[config.mk]
export PLATFORM = sky130hd
export DESIGN_NAME = rvh_pmp_check_arb
export DESIGN_NICKNAME = d
export VERILOG_FILES = /design/src/rtl/rvh_pmp_check_arb.sv
export SDC_FILE = /design/constraint.sdc
export NUM_CORES = 1
export LEC_CHECK = 0
export ABC_AREA = 1
export CORE_ASPECT_RATIO = 0.5
export CORE_UTILIZATION = 40
export DETAILED_ROUTE_END_ITERATION = 16
export PLACE_DENSITY_LB_ADDON = 0.1
export SYNTH_ARGS = -nofsm -noshare
export SYNTH_HDL_FRONTEND = slang
export SYNTH_SLANG_ARGS = --single-unit
[constraint.sdc]
create_clock -name clk -period 1.8 [get_ports clk]
set_clock_uncertainty 0.15 [all_clocks]
set_input_delay 0.45 -clock clk [delete_from_list [all_inputs] [get_ports clk]]
set_output_delay 0.45 -clock clk [all_outputs]
set_load 0.03 [all_outputs]
[src/rtl/rvh_pmp_check_arb.sv]
// Three-client request arbiter and single-cycle PMP check stage with held responses.
// Define RVH_PMP_CHECK_ARB_RR_EN for round-robin arbitration; otherwise fixed priority PTW > DTLB > ITLB.
module rvh_pmp_check_arb #(
   parameter int unsigned PADDR_WIDTH = 56,
   parameter int unsigned TAG_WIDTH   = 4,
   parameter int unsigned REQ_COUNT   = 3
) (
   input  logic                             clk,
   input  logic                             rst,
   input  logic [REQ_COUNT-1:0]             req_vld_i,
   output logic [REQ_COUNT-1:0]             req_rdy_o,
   input  logic [REQ_COUNT*PADDR_WIDTH-1:0] req_paddr_i,
   input  logic [REQ_COUNT*2-1:0]           req_access_type_i,
   input  logic [REQ_COUNT*2-1:0]           req_priv_lvl_i,
   input  logic [REQ_COUNT*TAG_WIDTH-1:0]   req_tag_i,
   output logic [REQ_COUNT-1:0]             resp_vld_o,
   input  logic [REQ_COUNT-1:0]             resp_rdy_i,
   output logic                             resp_fail_o,
   output logic [TAG_WIDTH-1:0]             resp_tag_o,
   input  logic                             pmp_cfg_set_vld_i,
   output logic                             permission_check_vld_o,
   output logic [PADDR_WIDTH-1:0]           permission_check_paddr_o,
   output logic [1:0]                       permission_check_access_type_o,
   output logic [1:0]                       priv_lvl_o,
   input  logic                             permission_check_fail_i
);

   localparam int unsigned IW = (REQ_COUNT > 1) ? $clog2(REQ_COUNT) : 1;

   typedef enum logic [1:0] {IDLE, CHECK, RESP} state_e;

   state_e                 state_q;
   logic [1:0]             blk_q;
   logic [REQ_COUNT-1:0]   owner_q;
   logic [PADDR_WIDTH-1:0] paddr_q;
   logic [1:0]             type_q;
   logic [1:0]             priv_q;
   logic [TAG_WIDTH-1:0]   tag_q;
   logic                   fail_q;

   logic                   stalled;
   logic                   resp_hsk;
   logic                   accept_ok;
   logic                   accept;
   logic [REQ_COUNT-1:0]   grant;
   logic [IW-1:0]          gidx;
   logic                   found;

`ifdef RVH_PMP_CHECK_ARB_RR_EN
   logic [IW-1:0] ptr_q;
   int unsigned   k;

   // Search starts at ptr_q and wraps, so the client after the last grant wins ties.
   always_comb begin
      grant = '0;
      gidx  = '0;
      found = 1'b0;
      k     = 0;
      for (int unsigned i = 0; i < REQ_COUNT; i++) begin
         k = 32'(ptr_q) + i;
         if (k >= REQ_COUNT) k = k - REQ_COUNT;
         if (!found && req_vld_i[IW'(k)]) begin
            found = 1'b1;
            gidx  = IW'(k);
         end
      end
      if (found) grant[gidx] = 1'b1;
   end
`else
   always_comb begin
      grant = '0;
      gidx  = '0;
      found = 1'b0;
      for (int unsigned i = 0; i < REQ_COUNT; i++) begin
         if (!found && req_vld_i[IW'(i)]) begin
            found = 1'b1;
            gidx  = IW'(i);
         end
      end
      if (found) grant[gidx] = 1'b1;
   end
`endif

   assign stalled   = (blk_q != 2'd0);
   assign resp_hsk  = (state_q == RESP) && (|(resp_rdy_i & owner_q));
   assign accept_ok = ((state_q == IDLE) || resp_hsk) && !stalled && !pmp_cfg_set_vld_i;
   assign accept    = accept_ok && found;

   assign req_rdy_o                      = accept_ok ? grant : '0;
   assign resp_vld_o                     = (state_q == RESP) ? owner_q : '0;
   assign resp_fail_o                    = fail_q;
   assign resp_tag_o                     = tag_q;
   assign permission_check_vld_o         = (state_q == CHECK);
   assign permission_check_paddr_o       = paddr_q;
   assign permission_check_access_type_o = type_q;
   assign priv_lvl_o                     = priv_q;

   always_ff @(posedge clk) begin
      if (rst) begin
         state_q <= IDLE;
         blk_q   <= 2'd0;
         owner_q <= '0;
         paddr_q <= '0;
         type_q  <= 2'd0;
         priv_q  <= 2'd0;
         tag_q   <= '0;
         fail_q  <= 1'b0;
`ifdef RVH_PMP_CHECK_ARB_RR_EN
         ptr_q   <= '0;
`endif
      end else begin
         // Stall window covers the write cycle plus two more before the next accept.
         if (pmp_cfg_set_vld_i) blk_q <= 2'd2;
         else if (stalled)      blk_q <= blk_q - 2'd1;

         if (accept) begin
            owner_q <= grant;
            paddr_q <= req_paddr_i[gidx*PADDR_WIDTH +: PADDR_WIDTH];
            type_q  <= req_access_type_i[gidx*2 +: 2];
            priv_q  <= req_priv_lvl_i[gidx*2 +: 2];
            tag_q   <= req_tag_i[gidx*TAG_WIDTH +: TAG_WIDTH];
`ifdef RVH_PMP_CHECK_ARB_RR_EN
            ptr_q   <= (gidx == IW'(REQ_COUNT - 1)) ? '0 : gidx + 1'b1;
`endif
         end

         unique case (state_q)
            IDLE:    if (accept) state_q <= CHECK;
            CHECK: begin
               fail_q  <= permission_check_fail_i;
               state_q <= RESP;
            end
            RESP:    if (resp_hsk) state_q <= accept ? CHECK : IDLE;
            default: state_q <= IDLE;
         endcase
      end
   end

endmodule

### Word-level counts from Yosys, hierarchy flattened

Cells that the tools add are included.

* register bits after elaboration: 72
* logic and storage cells: 56

* bitwise gates (word level): 1
* shifts and indexed selects: 4
* $lt $le $gt $ge: 2
* muxes and demuxes: 16
* reduce and logical (&&, ||, !) cells: 18
* add/sub/neg operators: 1
* $mul: 1
* equal/unequal tests: 4

Operator list (count)
* $shiftx A168 B9 Y56: 1
* $shiftx A12 B5 Y4: 1
* $shiftx A6 B4 Y2: 2
* $mux W2: 5
* $mux W3: 3
* $logic_and A1 B1 Y1: 7
* $mux W1: 6
* $pmux W2 S3: 1
* $mul A2 B3 Y5 const B: 1
* $logic_not A1 Y1: 4
* $ne A2 B2 Y1 const B: 2
* $reduce_bool A2 Y1: 2
* $and A3 B3 Y3: 1
* $lt A2 B3 Y1 const B: 1
* $reduce_or A3 Y1: 1
* $demux W1 S2: 1
* $eq A2 B1 Y1 const B: 1
* $eq A2 B2 Y1 const B: 1
* $ge A2 B1 Y1 const B: 1
* $logic_not A2 Y1: 1
* $reduce_and A2 Y1: 1
* $reduce_or A2 Y1: 1
* $sub A2 B1 Y2 const B: 1
* $logic_or A1 B1 Y1: 1

### Depth between registers and ports, before layout

Gate-level depths: netlist of run 1.

* depth in word-level cells: 13
* mapped depth: 10

### Worst setup path after synthesis of run 1

No wires, ideal clock.

* path type: input-to-output
* start: input port req_vld_i[0]
* end: output port req_rdy_o[2]
* arrival: 1.248 ns
* stages on the path: 6
* path buffers: 1
* path slack: -0.048 ns
* cells stage by stage: inv_1 > nand3_1 > inv_1 > clkbuf_1 > nand3_1 > inv_1

* cells in the longest elaborated chain, start to end: 13
* elaborated cells between the ends (all ways): 16

Ends and longest elaborated chain
* start: declaration: line 10 `input logic [REQ_COUNT-1:0] req_vld_i,`
* $mux W1 *: line 75 `if (!found && req_vld_i[IW'(i)]) begin`
* $logic_not A1 Y1: line 75
* $logic_and A1 B1 Y1: line 75
* $mux W1: line 75
* $logic_not A1 Y1: line 75
* $logic_and A1 B1 Y1: line 75
* $mux W2: line 75
* $lt A2 B3 Y1 (implied by the code) or $ge A2 B1 Y1 (tied branches): line 80 `if (found) grant[gidx] = 1'b1;`
* $logic_and A1 B1 Y1 (implied by the code): line 80
* $mux W1 (implied by the code): line 80
* $demux W1 S2: line 80
* $mux W3 *: line 80
* $mux W3 *: line 89 `assign req_rdy_o = accept_ok ? grant : '0;`
* end: declaration: line 11 `output logic [REQ_COUNT-1:0] req_rdy_o,`

Every way passes the cells marked *; elsewhere a longest branch is shown, timed or not.

### Final worst setup path of run 1

* start: register owner_q[0]
* end: output port req_rdy_o[2]

* cells in the longest elaborated chain, start to end: 7

Ends and longest elaborated chain
* start: declaration: line 34 `logic [REQ_COUNT-1:0] owner_q;`
* start signal: assignment: line 117 `owner_q <= grant;`
* $and A3 B3 Y3: line 85 `assign resp_hsk = (state_q == RESP) && (|(resp_rdy_i & owner_q));`
* $reduce_or A3 Y1: line 85
* $logic_and A1 B1 Y1: line 85
* $logic_or A1 B1 Y1: line 86 `assign accept_ok = ((state_q == IDLE) || resp_hsk) && !stalled && !pmp_cfg_set_vld_i;`
* $logic_and A1 B1 Y1 (2 in a row): line 86
* $mux W3: line 89

Every way passes these cells.

==> impl_metrics.py, run 1 <==
metrics = {
    "logic_synthesis": {
        "synth_top_area_share_pct": 28.7,
        "syn_nets": 1154,
        "synth_area_per_cell_um2": 5.27,
        "synthAdderAreaFrac_pct": 0,
        "synthXorXnorAreaFrac_pct": 0,
        "synth_top_family_by_area": "simple AND/OR/NAND/NOR gates",
        "ys_ff_latch": 72,
        "post_synth_and_or_nand_nor_area_fraction_pct": 48.8,
        "synth.area.top_cells": "dfxtp_1 (29%), nand2_1 (25%), inv_1 (16%), nand3_1 (13%), nor2_1 (10%)",
        "syn_inst": 952,
        "yosysSeqAreaShare_pct": 28.7,
        "synth_cell_types": 18,
        "synth_compound_area_share_pct": 0.772,
        "synthMuxAreaShare_pct": 0,
        "synth_area_leader_cell": "dfxtp_1",
        "yosysWarnings": 0,
        "syn_area_mm2": 0.00502,
    },
    "critical_path": {
        "start_kind": "flop",
        "critPathArrivalTime_ns": 1.30,
        "r2r-start": "owner_q[0]",
        "critPathKind": "flop to output port",
        "cp-end-kind": "output port",
        "cp_max_fo": 4,
        "startpoint": "owner_q[0]",
        "crit_required_ns": 1.20,
    },
    "global_route": {
        "grt_pass1_wl_mm": 26.7,
        "grt_use_total_pct": 25.4,
        "grt_max_degree": 44,
        "grt_pass1_vias": 5805,
        "grt-ovfl-total": 0,
        "antenna_found_initial": 0,
    },
    "worst_hold_path": {
        "worstHoldPathType": "flop to flop",
        "hp-start": "blk_q[1]",
    },
    "final_layout": {
        "mostFrequentLayoutCells": "nand2_1 (326), inv_1 (197), clkdlybuf4s50_1 (194)",
        "fin_util_pct": 71.5,
        "antenna_cells": 0,
        "fillers": 1065,
        "layoutNonFillerInstCount": 1397,
        "fin_nets": 1429,
        "layout_commonest_cell": "nand2_1",
        "syn_to_final_growth_pct": 71.2,
        "drive_gt1_share_pct": 9.66,
    },
    "outcome": {
        "violations": "setup timing",
        "status": "complete, but fails checks",
    },
    "pwr": {
        "ir_worst_vdd_mv": 0.619,
        "pwr-share-seq_pct": 31.9,
        "p_int_mw": 3.87,
        "powerDensity_mw_per_mm2": 663,
        "swShare_pct": 32.0,
        "switchingPower_mw": 1.83,
        "combinationalPowerShare_pct": 34.2,
        "total_power_mw": 5.70,
        "leakagePower_nw": 4.86,
        "clkPwrFrac_pct": 33.9,
    },
    "floorplan": {
        "dieHeight_um": 81.2,
        "ios": 274,
        "die-width_um": 160,
        "die-area_mm2": 0.0130,
        "coreArea_mm2": 0.0120,
        "rows": 28,
        "start_util_pct": 41.8,
    },
    "detailed_routing": {
        "wire_per_inst_um": 12.1,
        "routed_wl_mm": 16.8,
        "ant_nets": 0,
        "drtPass1Iterations": 4,
        "drc": 0,
        "avgViaCountPerCell": 4.49,
        "first_iter_violations": 226,
        "via_count": 6271,
    },
    "place": {
        "place_hpwl_mm": 12.2,
        "routabilityCongestion": 0.829,
        "io_buffers": 273,
        "place_inst": 1365,
        "place_ws_ns": -0.326,
    },
    "timing": {
        "min_period_over_period_pct": 106,
        "fin_ws_ns": -0.105,
        "hold_viol": 0,
        "finalCriticalPeriod_ns": 1.90,
        "fmax_mhz": 525,
        "relSlewSlack_pct": 76.5,
        "setup_tns_ns": -0.337,
        "setup_viol_count_final": 4,
        "tightest_slew_ns": 0.354,
        "report.final.slew_viol_count": 0,
        "rsz0062_at_grt": "yes",
    },
    "clocking": {
        "numCtsBuffers": 9,
        "cts_root_buf": "clkbuf_16",
        "cts_buffer_depth": 2,
        "cts.sinks": 72,
        "clk_latency_ns": 0.33,
        "cts_tree": "done",
        "path_clk_slew_ns": 0.06,
        "cts_htree_levels": 3,
    },
    "flow_run": {
        "drv_cap": 0,
    },
}
worst max-delay path, stage by stage (launching register included):
cell     delay (ns)
dfxtp_2        0.35
nand2_1        0.06
nand2_1        0.09
inv_2          0.06
nand2_4        0.10
nand3_2        0.11
inv_2          0.07
buf_6          0.12
path summary, 6_finish.rpt:
kind,to,slack (ns),cells after the start
hold / removal,blk_q[0],0.31,2
setup / recovery,req_rdy_o[2],-0.10,7
hold reg to reg,blk_q[0],0.31,2
setup reg to reg,owner_q[1],-0.07,12
Yosys cell counts (all sizes together):
master / n
a21oi: 6
o21ai: 1
nor3: 1
inv: 211
dfxtp: 72
nand3: 135
buf: 49
clkbuf: 8
clkinv: 1
nand2: 331
nor2: 137
layer usage:
metal	wire length (µm)	up-vias	track usage [%]
met5	0	-	0
met4	537	0	10.3
met2	8010	184	45.8
met3	1090	41	6.69
met1	7200	2749	29.2
li1	-	3297	-
per-stage QoR:
step                      instance area (µm²)  hold WS [ns]
after detailed placement                 8120         0.307
after global routing                     8590         0.340
final                                    8590         0.315
after floorplan                          5020         0.282
after CTS                                8500         0.316
after global placement                   8120         0.298
cells by family after synthesis:
logic type | after synthesis
and+or+nand+nor | 604
buffers and inverters | 269
DFF | 72
AOI/OAI and AO/OA | 7
flip-flops by register name (all words and copies together), names as in the netlist:
| name | cells |
|---|---|
| permission_check_paddr_o | 56 |
| resp_tag_o | 4 |
| owner_q | 3 |
| blk_q | 2 |
| permission_check_access_type_o | 2 |
| priv_lvl_o | 2 |
| state_q | 2 |
| resp_fail_o | 1 |
cell type report:
class / count / area [µm²] / area share, %
clock buffers: 9 / 225 / 2.62
inverters: 212 / 800 / 9.30
flip-flops and latches: 72 / 1450 / 16.8
clock inverters: 7 / 96.3 / 1.12
repair buffers: 321 / 3210 / 37.4
well taps: 165 / 206 / 2.40
multi-input cells: 611 / 2610 / 30.3
power by group through the flow:
stage	logic, mW	registers [mW]	clock network, mW
floorplan	0.739	2.13	0
global placement	1.96	1.85	0
detailed placement	1.98	1.86	0
CTS	1.92	1.82	1.96
global route	2.14	1.84	2.03
finish	1.95	1.82	1.93
repair_timing:
| action | 4_1_cts | 5_1_grt |
|---|---|---|
| pin swaps | 9 | 7 |
| resized for setup | 90 | 33 |
| setup endpoints to repair | 68 | 7 |
| hold buffers | 0 | 0 |
| buffers inserted | 14 | 2 |
Power figures use the tool's default switching activity.
==> run 2, diff against run 1 <==
clock period = 1.9 ns   (was 1.8 ns; I/O delays follow)
==> run 2 against run 1 <==
Effect of this change: the run still ends with setup timing left; largest power group unchanged; cell area shrank 2.2%; via count decreased by 2.0%; clock power fell by 14%; global-route usage decreased by 1.3 points; worst hold slack gained 0.00054 ns; critical path depth down 1; non-clock buffer count is 7 lower; core utilization decreased by 1.6 points.
==> impl_metrics.py, run 2 (synthesis results as in run 1) <==
metrics = {
    "clocking": {
        "clk_latency_ns": 0.32,
        "cts_root_buf": "clkbuf_16",
        "cts_htree_levels": 3,
        "cts.sinks": 72,
        "numCtsBuffers": 9,
        "path_clk_slew_ns": 0.06,
        "ctsHoldBuffers": 0,
        "cts_buffer_depth": 2,
        "cts_tree": "done",
    },
    "timing": {
        "finalCriticalPeriod_ns": 1.90,
        "holdWs_ns": 0.315,
        "setup_viol_count_final": 1,
        "fin_ws_ns": -0.00258,
        "setup_tns_ns": -0.00258,
        "report.final.slew_viol_count": 0,
        "hold_viol": 0,
        "fmax_mhz": 526,
        "relSlewSlack_pct": 73.6,
        "rsz0062_at_grt": "yes",
        "tightest_slew_ns": 0.398,
        "min_period_over_period_pct": 100,
    },
    "critical_path": {
        "cp-end-kind": "output port",
        "cp_max_fo": 4,
        "startpoint": "resp_rdy_i[1]",
        "start_kind": "input port",
        "slowest_stage": "dlygate4sd2_1",
        "crit_family": "buffers and inverters",
        "critPathKind": "input port to output port",
        "cp_num_buf_inv": 3,
        "ff2ff_path_depth": 11,
        "r2r-start": "state_q[0]",
        "crit_required_ns": 1.27,
        "crit_cells": 6,
        "cp_slowest_stage_delay_ns": 0.24,
        "crit_chain": "dlygate4sd2_1 > a21oi_2 > nand2_4 > nand3_2 > inv_2 > buf_6",
        "critPathArrivalTime_ns": 1.28,
    },
    "floorplan": {
        "die-width_um": 160,
        "start_util_pct": 41.8,
        "rows": 28,
        "dieHeight_um": 81.2,
        "ios": 274,
        "die-area_mm2": 0.0130,
        "coreArea_mm2": 0.0120,
    },
    "worst_hold_path": {
        "worstHoldPathType": "flop to flop",
        "hp-start": "blk_q[1]",
        "hold_path_depth": 2,
    },
    "final_layout": {
        "antenna_cells": 0,
        "fin_nets": 1422,
        "layout_commonest_cell": "nand2_1",
        "multi_input_area_mm2": 0.00255,
        "mostFrequentLayoutCells": "nand2_1 (327), inv_1 (199), clkdlybuf4s50_1 (194)",
        "layoutNonFillerInstCount": 1389,
        "design_area_mm2": 0.00841,
        "drive_gt1_share_pct": 7.68,
        "regArea_mm2": 0.00145,
        "largest_register_ffs": 56,
        "fillers": 1101,
        "syn_to_final_growth_pct": 67.5,
    },
    "place": {
        "routabilityCongestion": 0.863,
        "io_buffers": 273,
        "place_hpwl_mm": 11.9,
        "place_area_mm2": 0.00806,
        "place_inst": 1361,
    },
    "outcome": {
        "violations": "setup timing",
        "status": "complete, but fails checks",
    },
    "detailed_routing": {
        "routed_wl_mm": 16.0,
        "met1_length_mm": 6.61,
        "routed.top_layer": "met4",
        "drtPass1Iterations": 4,
        "via_count": 6146,
        "dr_wl_met3_mm": 1.07,
        "wire_per_inst_um": 11.5,
        "first_iter_violations": 304,
        "drc": 0,
        "wl_met2_mm": 8.03,
        "avgViaCountPerCell": 4.42,
        "ant_nets": 0,
    },
    "global_route": {
        "grt_max_degree": 60,
        "grt-ovfl-total": 0,
        "grt_pass1_wl_mm": 25.3,
        "grt_use_total_pct": 24.1,
        "grt_pass1_vias": 5481,
        "antenna_found_initial": 0,
    },
    "pwr": {
        "leakagePower_nw": 4.78,
        "ir_worst_vdd_mv": 0.416,
        "powerDensity_mw_per_mm2": 615,
        "total_power_mw": 5.17,
    },
    "flow_run": {
        "drv_cap": 0,
    },
}
run 2: cell count changes in the layout (fill, tap and decap cells not counted), sizes merged:
| cell | previous run | this run |
|---|---|---|
| buf | 55 | 48 |
| bufinv | 2 | 1 |
| clkbuf | 11 | 13 |
| clkdlybuf4s15 | 1 | 0 |
| clkinv | 6 | 2 |
| clkinvlp | 0 | 3 |
run 2: through the flow:
stage	setup WS [ns]	util [%]
6_report	-0.00258	70.0
3_3_place_gp	-0.261	67.0
2_1_floorplan	0.00212	-
4_1_cts	-0.0176	69.8
3_5_place_dp	-0.290	67.0
5_1_grt	-0.0494	70.0
run 2: area by class of cell:
cell class                      instances  share of cell area, %
Timing Repair Buffer                  314                   37.0
Clock inverter                          5                  0.685
Multi-Input combinational cell        611                   30.4
Clock buffer                           10                   2.84
Tap cell                              165                   2.46
Inverter                              212                   9.51
Sequential cell                        72                   17.2
run 2: what timing repair did:
item	4_1_cts	5_1_grt
pin swaps	7	3
buffers inserted	11	2
resized for setup	88	14
setup endpoints to repair	68	4
run 2: per-layer routing:
layer / global-route usage (%) / vias up
met5: 0 / -
met4: 6.86 / 0
met3: 5.87 / 20
met2: 45.0 / 187
met1: 27.7 / 2659
li1: - / 3280
run 2: final timing paths:
| kind | endpoint | slack [ns] |
|---|---|---|
| max | req_rdy_o[0] | -0.003 |
| min | blk_q[1] | 0.32 |
| max reg2reg | owner_q[2] | 0.05 |
| min reg2reg | blk_q[1] | 0.32 |
run 2: report_power, final:
group | leakage (nW) | total (mW) | internal, mW | switching, mW
Sequential | 0.595 | 1.72 | 1.66 | 0.0684
Combinational | 4.05 | 1.78 | 0.827 | 0.955
Clock | 0.137 | 1.66 | 1.04 | 0.620
run 2: tightest hold or removal path: cells and delay by family, from the launching register on:
family | cells | cell delay [ns]
DFF | 1 | 0.32
and+or+nand+nor | 1 | 0.05
AOI/OAI and AO/OA | 1 | 0.05
